--- src/rtl/round_controller_if.sv ---
// Handshake bundle between the round controller, the player inputs, the
// random generator and the display logic.
interface round_controller_if;
  logic       start;
  logic       submit;
  logic [7:0] answer;
  logic [7:0] rnd_value;
  logic       rnd_trigger;
  logic [7:0] target;
  logic [7:0] score;
  logic [7:0] round_idx;
  logic       playing;
  logic       correct;
  logic       wrong;
  logic       game_over;

  modport master (
    output start, submit, answer, rnd_value,
    input  rnd_trigger, target, score, round_idx,
    input  playing, correct, wrong, game_over
  );

  modport slave (
    input  start, submit, answer, rnd_value,
    output rnd_trigger, target, score, round_idx,
    output playing, correct, wrong, game_over
  );
endinterface

--- src/rtl/round_controller.sv ---
// Binary-counting game sequencer: fetches a target per round, judges the
// player's answer, keeps score and round count, and enforces a round timeout.
//
// state  | meaning
// IDLE   | waiting for the first start after reset
// ARM    | one-cycle request to the random generator
// LOAD   | capture rnd_value as the new target, clear the round timer
// PLAY   | waiting for submit or timeout
// RESULT | one-cycle correct/wrong pulse, advance or finish
// DONE   | game over, results held until the next start
module round_controller #(
  parameter int TIMEOUT_CYCLES = 1000,
  parameter int MAX_ROUNDS     = 10
) (
  input logic         clk,
  input logic         rst,
  round_controller_if.slave bus
);
  localparam int            TW         = (TIMEOUT_CYCLES > 2) ? $clog2(TIMEOUT_CYCLES) : 1;
  localparam logic [TW-1:0] TIMER_LAST = TW'(TIMEOUT_CYCLES - 1);
  localparam logic [7:0]    ROUND_LAST = 8'(MAX_ROUNDS - 1);

  localparam logic [2:0] S_IDLE   = 3'd0;
  localparam logic [2:0] S_ARM    = 3'd1;
  localparam logic [2:0] S_LOAD   = 3'd2;
  localparam logic [2:0] S_PLAY   = 3'd3;
  localparam logic [2:0] S_RESULT = 3'd4;
  localparam logic [2:0] S_DONE   = 3'd5;

  logic [2:0]    state_q, state_d;
  logic [7:0]    target_q, target_d;
  logic [7:0]    score_q, score_d;
  logic [7:0]    round_q, round_d;
  logic [TW-1:0] timer_q, timer_d;
  logic          win_q, win_d;

  always_comb begin
    state_d  = state_q;
    target_d = target_q;
    score_d  = score_q;
    round_d  = round_q;
    timer_d  = timer_q;
    win_d    = win_q;
    case (state_q)
      S_IDLE, S_DONE: begin
        if (bus.start) begin
          state_d = S_ARM;
          score_d = 8'd0;
          round_d = 8'd0;
          timer_d = '0;
        end
      end
      S_ARM: state_d = S_LOAD;
      S_LOAD: begin
        target_d = bus.rnd_value;
        timer_d  = '0;
        state_d  = S_PLAY;
      end
      S_PLAY: begin
        // Timer parks on its last value so it can never wrap.
        if (timer_q != TIMER_LAST) timer_d = timer_q + 1'b1;
        if (bus.submit) begin
          win_d   = (bus.answer == target_q);
          if (bus.answer == target_q) score_d = score_q + 8'd1;
          state_d = S_RESULT;
        end else if (timer_q == TIMER_LAST) begin
          win_d   = 1'b0;
          state_d = S_RESULT;
        end
      end
      S_RESULT: begin
        if (round_q == ROUND_LAST) begin
          state_d = S_DONE;
        end else begin
          round_d = round_q + 8'd1;
          state_d = S_ARM;
        end
      end
      default: state_d = S_IDLE;
    endcase
  end

  always_ff @(posedge clk or posedge rst) begin
    if (rst) begin
      state_q  <= S_IDLE;
      target_q <= 8'd0;
      score_q  <= 8'd0;
      round_q  <= 8'd0;
      timer_q  <= '0;
      win_q    <= 1'b0;
    end else begin
      state_q  <= state_d;
      target_q <= target_d;
      score_q  <= score_d;
      round_q  <= round_d;
      timer_q  <= timer_d;
      win_q    <= win_d;
    end
  end

  assign bus.rnd_trigger = (state_q == S_ARM);
  assign bus.playing     = (state_q == S_ARM) || (state_q == S_LOAD) ||
                           (state_q == S_PLAY) || (state_q == S_RESULT);
  assign bus.correct     = (state_q == S_RESULT) && win_q;
  assign bus.wrong       = (state_q == S_RESULT) && !win_q;
  assign bus.game_over   = (state_q == S_DONE);
  assign bus.target      = target_q;
  assign bus.score       = score_q;
  assign bus.round_idx   = round_q;
endmodule
--- src/flat_wrapper.sv ---
// flat-port wrapper written by rule: the top's interface ports become plain ports
module round_controller_flat 
#(
  parameter int TIMEOUT_CYCLES = 1000,
  parameter int MAX_ROUNDS     = 10
)
  (clk, rst, bus_start, bus_submit, bus_answer, bus_rnd_value, bus_rnd_trigger, bus_target, bus_score, bus_round_idx, bus_playing, bus_correct, bus_wrong, bus_game_over);
  round_controller_if bus_i ();
  input logic clk;
  input logic rst;
  input wire logic [$bits(bus_i.start)-1:0] bus_start;
  input wire logic [$bits(bus_i.submit)-1:0] bus_submit;
  input wire logic [$bits(bus_i.answer)-1:0] bus_answer;
  input wire logic [$bits(bus_i.rnd_value)-1:0] bus_rnd_value;
  output wire logic [$bits(bus_i.rnd_trigger)-1:0] bus_rnd_trigger;
  output wire logic [$bits(bus_i.target)-1:0] bus_target;
  output wire logic [$bits(bus_i.score)-1:0] bus_score;
  output wire logic [$bits(bus_i.round_idx)-1:0] bus_round_idx;
  output wire logic [$bits(bus_i.playing)-1:0] bus_playing;
  output wire logic [$bits(bus_i.correct)-1:0] bus_correct;
  output wire logic [$bits(bus_i.wrong)-1:0] bus_wrong;
  output wire logic [$bits(bus_i.game_over)-1:0] bus_game_over;
  assign bus_i.start = bus_start;
  assign bus_i.submit = bus_submit;
  assign bus_i.answer = bus_answer;
  assign bus_i.rnd_value = bus_rnd_value;
  assign bus_rnd_trigger = bus_i.rnd_trigger;
  assign bus_target = bus_i.target;
  assign bus_score = bus_i.score;
  assign bus_round_idx = bus_i.round_idx;
  assign bus_playing = bus_i.playing;
  assign bus_correct = bus_i.correct;
  assign bus_wrong = bus_i.wrong;
  assign bus_game_over = bus_i.game_over;
  round_controller #(.TIMEOUT_CYCLES(TIMEOUT_CYCLES), .MAX_ROUNDS(MAX_ROUNDS)) u_core (.clk(clk), .rst(rst), .bus(bus_i));
endmodule
--- config.mk ---
export PLATFORM = sky130hd
export DESIGN_NAME = round_controller_flat
export DESIGN_NICKNAME = d
export VERILOG_FILES = /design/src/rtl/round_controller_if.sv /design/src/rtl/round_controller.sv /design/src/flat_wrapper.sv
export SDC_FILE = /design/constraint.sdc
export NUM_CORES = 1
export LEC_CHECK = 0
export ABC_AREA = 1
export ABC_CLOCK_PERIOD_IN_PS = 1300
export BUFFER_PORTS_ARGS = -buffer_cell sky130_fd_sc_hd__buf_2
export CORE_UTILIZATION = 49
export CTS_CLUSTER_DIAMETER = 80
export DETAILED_ROUTE_END_ITERATION = 6
export GPL_TIMING_DRIVEN = 0
export PLACE_DENSITY_LB_ADDON = 0.25
export SETUP_SLACK_MARGIN = 0.3
export SLEW_MARGIN = 30
export SYNTH_ARGS = -nofsm -noshare
export SYNTH_HDL_FRONTEND = slang
export SYNTH_SLANG_ARGS = --single-unit
--- constraint.sdc ---
create_clock -name clk -period 1.3 [get_ports clk]
set_input_delay 0.065 -clock clk [delete_from_list [all_inputs] [get_ports clk]]
set_output_delay 0.065 -clock clk [all_outputs]
set_load 0.02 [all_outputs]
## Yosys cells after proc, flatten, opt, wreduce, memory -nomap -nowiden

Cells that the tools add are included.

| storage, ports and cells | value |
|---|---|
| flip-flop bits (word level) | 38 |
| bits of input ports | 20 |
| word-level logic and storage cells | 57 |

| operators by class | value |
|---|---|
| add/subtract/negate cells | 3 |
| equality and inequality tests | 15 |
| muxes and demuxes | 16 |
| reduce and logical (&&, ||, !) cells | 17 |

Operators with widths:

| operator | count |
|---|---|
| 2-to-1 mux 8 bit | 4 |
| one-hot mux 8 bit (2 select lines) | 2 |
| one-hot mux 10 bit (3 select lines) | 1 |
| 2-to-1 mux 10 bit | 2 |
| adder 8 x 1 -> 8 bit (second input constant) | 2 |
| one-hot mux 3 bit (5 select lines) | 1 |
| 2-to-1 mux 3 bit | 4 |
| adder 10 x 1 -> 10 bit (second input constant) | 1 |
| == test 10 bit (second input constant) | 1 |
| inequality test 10 bit (second input constant) | 1 |
| == test 8 x 4 -> 1 bit (second input constant) | 1 |
| == test 8 bit | 1 |
| == test 3 x 2 -> 1 bit (second input constant) | 2 |
| == test 3 bit (second input constant) | 2 |
| inequality test 2 bit (second input constant) | 3 |
| AND reduction 3 bit | 2 |
| nonzero test 2 bit | 3 |
| inequality test 2 x 1 -> 1 bit (second input constant) | 2 |
| AND reduction 2 bit | 2 |
| AND reduction 4 bit | 1 |
| == test 3 x 1 -> 1 bit (second input constant) | 1 |
| logical NOT 3 bit | 1 |
| logical OR 1 bit | 3 |
| inequality test 3 x 2 -> 1 bit (second input constant) | 1 |
| 5 further kinds | 7 |

## Depth between registers and ports, before layout

| depth | value |
|---|---|
| depth in word-level cells | 4 |
| mapped depth | 10 |
| mapped depth without buffers | 10 |

## Worst setup path after synthesis

OpenSTA, ideal clock, no wires.

| path | value |
|---|---|
| path kind | reg-to-reg |
| start | reg u_core.round_q[1] (netlist: u_core.bus.round_idx[1]) |
| end | reg u_core.round_q[6] (netlist: u_core.bus.round_idx[6]) |
| library setup time | 126 ps |
| arrival | 1262 ps |
| data required time | 1174 ps |
| slack | -89 ps |
| cell stages (with the launch flop) | 10 |
| path buffers | 1 |
| period minus slack after synthesis | 1389 ps |
| path through | dfrtp_1 inv_1 ha_1 nand2_1 nor2_1 nand4_1 nand2_1 buf_4 nand2_1 o31ai_1 |

| on the way | value |
|---|---|
| word-level cells in the longest chain between the ends | 3 |
| elaborated cells on any way between the ends | 6 |
| those cells by class | add/sub (1); eq/ne (2); mux (2); reduce/logical (1) |

Ends and longest elaborated chain:

| item | RTL line | source |
|---|---|---|
| from (decl) | round_controller.sv:33 | `logic [7:0] round_q, round_d;` |
| from (signal assigned) | round_controller.sv:95 | `round_q <= round_d;` |
| adder 8 x 1 -> 8 bit / == test 8 x 4 -> 1 bit (equally long branches) | round_controller.sv:75, round_controller.sv:72 |  |
| 2-to-1 mux 8 bit / inequality test 2 bit (equally long branches) | -- |  |
| one-hot mux 8 bit (2 select lines) / AND reduction 3 bit (equally long branches) | -- |  |

Several ways; a longest one is shown, not always the timed one. The select of a mux whose other input is x is not followed.
A chain may end at the register's enable or synchronous reset.

## Worst setup path after layout

| path | value |
|---|---|
| start | reg u_core.state_q[2] |
| end | reg u_core.state_q[0] |

| on the way | value |
|---|---|
| word-level cells in the longest chain between the ends | 4 |
| elaborated cells on any way between the ends | 11 |
| those cells by class | eq/ne (7); mux (1); reduce/logical (3) |

Ends and longest elaborated chain:

| item | RTL line | source |
|---|---|---|
| from (decl) | round_controller.sv:30 | `logic [2:0] state_q, state_d;` |
| from (signal assigned) | round_controller.sv:92 | `state_q <= state_d;` |
| == test 3 bit / logical NOT 3 bit (equally long branches) | round_controller.sv:44 | `case (state_q)` |
| OR reduction 2 bit | round_controller.sv:44 |  |
| inequality test 2 bit (no source line) | -- |  |
| AND reduction 2 bit (no source line) | -- |  |

Several ways; a longest one is shown, not always the timed one.

==> run_results.csv <==
group,metric,value,unit
worst_setup_path,cp_slowest_stage_delay,0.43,ns
finish,syn_to_final_growth,51.8,%
run_status,violations,"design-rule violations, negative hold slack, negative setup slack",
worst_setup_path,crit_type,"flop to flop",
min_path,whs_endpoint,"u_core.bus.target[6]",
finish,drive_gt1_share,46.2,%
yosys,synthXorXnorAreaFrac,3.79,%
yosys,synth.avg_cell_area,7.57,um^2
finish,multi_input_area,1480,um^2
cts,numCtsBuffers,5,
grt,track_usage,26.2,%
finish,fin_cells,457,
run_status,status,"complete, but fails checks",
detailed_routing,wl_per_cell,15.2,um
worst_setup_path,end_kind,"flop",
worst_setup_path,cp_common_cell,"buf_4",
yosys,synth_compound_area_share,8.45,%
detailed_routing,final_antenna_net_count,0,
finish,register_area,961,um^2
timing,maxSlewHeadroom,82.4,%
placed_design,gp_congestion,0.804,
placed_design,dp_hpwl,3430,um
placed_design,placedInstanceArea,2690,um^2
yosys,syn-num-nets,329,
timing,worst_pin_slew,0.263,ns
detailed_routing,dr.pass1.iters,6,
die,pin_count,49,
yosys,async_flop_share,100,%
yosys,synthCells,305,
yosys,yosys_warnings,0,
yosys,muxShareOfSynthArea,1.95,%
cts,insertion_delay,0.31,ns
yosys,yosysUniqueCellTypes,36,
cts,htree_num_levels,2,
worst_setup_path,crit_start,"u_core.state_q[2]",
worst_setup_path,worst_ep_arrival_time,1.84,ns
grt,grt_remaining_overflow,0,
worst_setup_path,crit_chain,"clkinv_4, nor2_4, buf_4, nor3_4, buf_4, a21oi_4, nor2_1, a21oi_1",
die,die_y,70.7,um
cts,cts_max_path_buffers,2,
placed_design,io_buffers,48,
worst_setup_path,r2r-end,"u_core.state_q[0]",
cts,clkTransAtPathRegs,0.08,ns
die,placementRows,24,
timing,grt_setup_unrepaired,"yes",
placed_design,dp.cells,406,
timing,finalCritPeriodShare,125,%
min_path,holdPathStages,2,
worst_setup_path,cp_slowest_cell,"dfrtp_2",
timing,finalHoldViolations,2,
flow_run,drv_cap,0,
timing,timing.final.ws_setup,-0.328,ns
yosys,synth_area,2310,um^2
yosys,synthAdderAreaFrac,2.17,%
cts,cts_root_buffer,"clkbuf_8",
die,coreArea,4440,um^2
timing,setup_violations,39,
die,die_w,70.7,um
yosys,yosysSeqAreaShare,41.2,%
yosys,synth_edf_count,0,
timing,slew_viol_final,0,
yosys,synth_ff_type,"dfrtp_1",
detailed_routing,vias,2413,
finish,finalInstanceArea,3510,um^2
grt,grt_pass1_vias,2201,
min_path,min_from,"bus_rnd_value[6]",
min_path,hp-class,"input port to flop",
detailed_routing,drtIter0Drc,161,
detailed_routing,drc,10,
power_and_ir_drop,p_leak,1.75,nW
power_and_ir_drop,ir_worst_vdd,1090,uV
cts,cts.sinks,38,
detailed_routing,wl,6950,um
worst_setup_path,worst_ep_required_time,1.51,ns
grt,grt_pass1_wl,10100,um
die,dieArea,4990,um^2
timing,fin_skew,0.00790,ns
finish,layout.nets,428,
worst_setup_path,worst-r2r-cell-count,8,
finish,n_fill_cell,291,
yosys,synth-simple-area-share,35.8,%
worst_setup_path,setup.worst_path.start_class,"flop",
timing,max_freq,614,MHz
timing,setup_tns,-9.13,ns
worst_setup_path,crit_fanout,5,
grt,antenna_found_initial,0,
worst_setup_path,rr_startpoint,"u_core.state_q[2]",
cts,cts_tree,"done",
timing,fin_crit,1.63,ns
worst_setup_path,r2r_slack,-0.33,ns
grt,grt_max_degree,30,
die,initial_core_util,52.0,%
timing,hold_slack,-0.00609,ns
detailed_routing,vias_per_cell,5.28,
yosys,ys_seq_elements,38,
finish,diodes,0,
yosys,synth_top_family_by_area,"simple AND/OR/NAND/NOR gates",
power_and_ir_drop,total_power,7.15,mW
power_and_ir_drop,p_per_area,2040,nW/um^2
-- cell type report --
cell class                      instances  share of cell area, %
Clock buffer                            7                   2.46
Inverter                               34                   4.07
Tap cell                               52                   1.86
Buffer                                  4                   1.78
Sequential cell                        38                   27.4
Clock inverter                          1                  0.143
Multi-Input combinational cell        230                   42.2
Timing Repair Buffer                   91                   20.1
-- cell families after synthesis --
family / after synthesis
compound gates: 35
xor+xnor: 10
fa+ha+maj: 4
buf+inv: 38
flops: 38
mux: 4
simple gates: 176
-- state kept, by name (all words and copies together) (netlist names) --
signal / cells
u_core.bus.target: 8
u_core.bus.round_idx: 8
u_core.win_q: 1
u_core.timer_q: 10
u_core.state_q: 3
u_core.bus.score: 8
-- synth_stat cells (4+ instances only) --
library cell	instances	share of area [%]
o21ai_0	8	1.7
nor2_1	41	6.7
nand3_1	20	4.3
nand2_1	86	14
a21oi_1	11	2.4
nand2_2	4	1.1
ha_1	4	2.2
dfrtp_1	38	41
mux2_2	4	2.0
xnor2_1	4	1.5
xor2_1	6	2.3
inv_1	31	5.0
o21ai_1	8	1.7
-- power breakdown --
part / leakage [nW] / internal [mW] / switching [mW]
registers: 0.490 / 1.44 / 0.306
logic: 1.21 / 2.06 / 2.45
clock network: 0.0482 / 0.429 / 0.460
-- worst max-delay path by stage --
stage | endpoint | slack, ns
detailed placement | u_core.bus.round_idx[6] | -0.26
global route | u_core.state_q[0] | -0.36
finish | u_core.state_q[0] | -0.33
floorplan | u_core.bus.score[5] | -0.05
CTS | u_core.bus.round_idx[6] | -0.16
global placement | u_core.bus.round_idx[0] | -0.32
-- repair_timing --
action | 4_1_cts | 5_1_grt
buffers inserted | 24 | 14
hold buffers | 1 | 0
cloned | 4 | 0
endpoints found under the hold margin | 38 | 0
endpoints found under the setup margin | 44 | 51
gates resized for setup | 62 | 46
pin swaps | 13 | 13
-- stage by stage --
step | utilization (%) | worst slack (ns)
after floorplan | - | -0.0486
after global placement | 60.2 | -0.315
after detailed placement | 60.6 | -0.264
after CTS | 73.2 | -0.164
after global routing | 78.9 | -0.357
final | 78.9 | -0.328
-- layer usage --
| layer | GRT usage, % | wire [um] | share of wire (%) | vias to the layer above |
|---|---|---|---|---|
| met3 | 5.56 | 355 | 5.1 | 31 |
| met1 | 32.7 | 2820 | 41 | 1119 |
| met2 | 45.2 | 3460 | 50 | 85 |
| met4 | 9.56 | 309 | 4.4 | 0 |
| li1 | - | - | - | 1178 |
| met5 | 0 | 0 | 0 | - |
-- critical path, delay by kind of cell, from the launching register on --
| family | cells | cell delay, ns |
|---|---|---|
| and+or+nand+nor | 3 | 0.34 |
| AOI/OAI and AO/OA | 2 | 0.35 |
| DFF | 1 | 0.43 |
| buffers and inverters | 3 | 0.41 |
-- cell usage in the layout, fill, tap and decap left out, types with 3 or more instances in the layout --
cell type	synthesis	routed
xor2_1	6	6
o21ai_0	8	4
nand3_2	1	3
nand3_1	20	16
mux2_2	4	3
ha_1	4	3
xnor2_1	4	4
nor3_1	3	3
nand2_4	3	7
buf_4	1	28
nor2_4	3	12
dfrtp_1	38	30
inv_1	31	27
buf_6	1	20
nand2_2	4	15
dfrtp_2	0	8
nand3_4	1	4
buf_2	1	40
buf_8	0	3
nand2_1	86	71
a21oi_1	11	6
inv_4	0	4
o21ai_2	1	3
o21ai_1	8	9
a21oi_2	1	5
nand4_1	3	3
nor2_1	41	28
clkbuf_8	0	6
nor2_2	3	7
No activity file was read; power rests on OpenSTA's default activity.
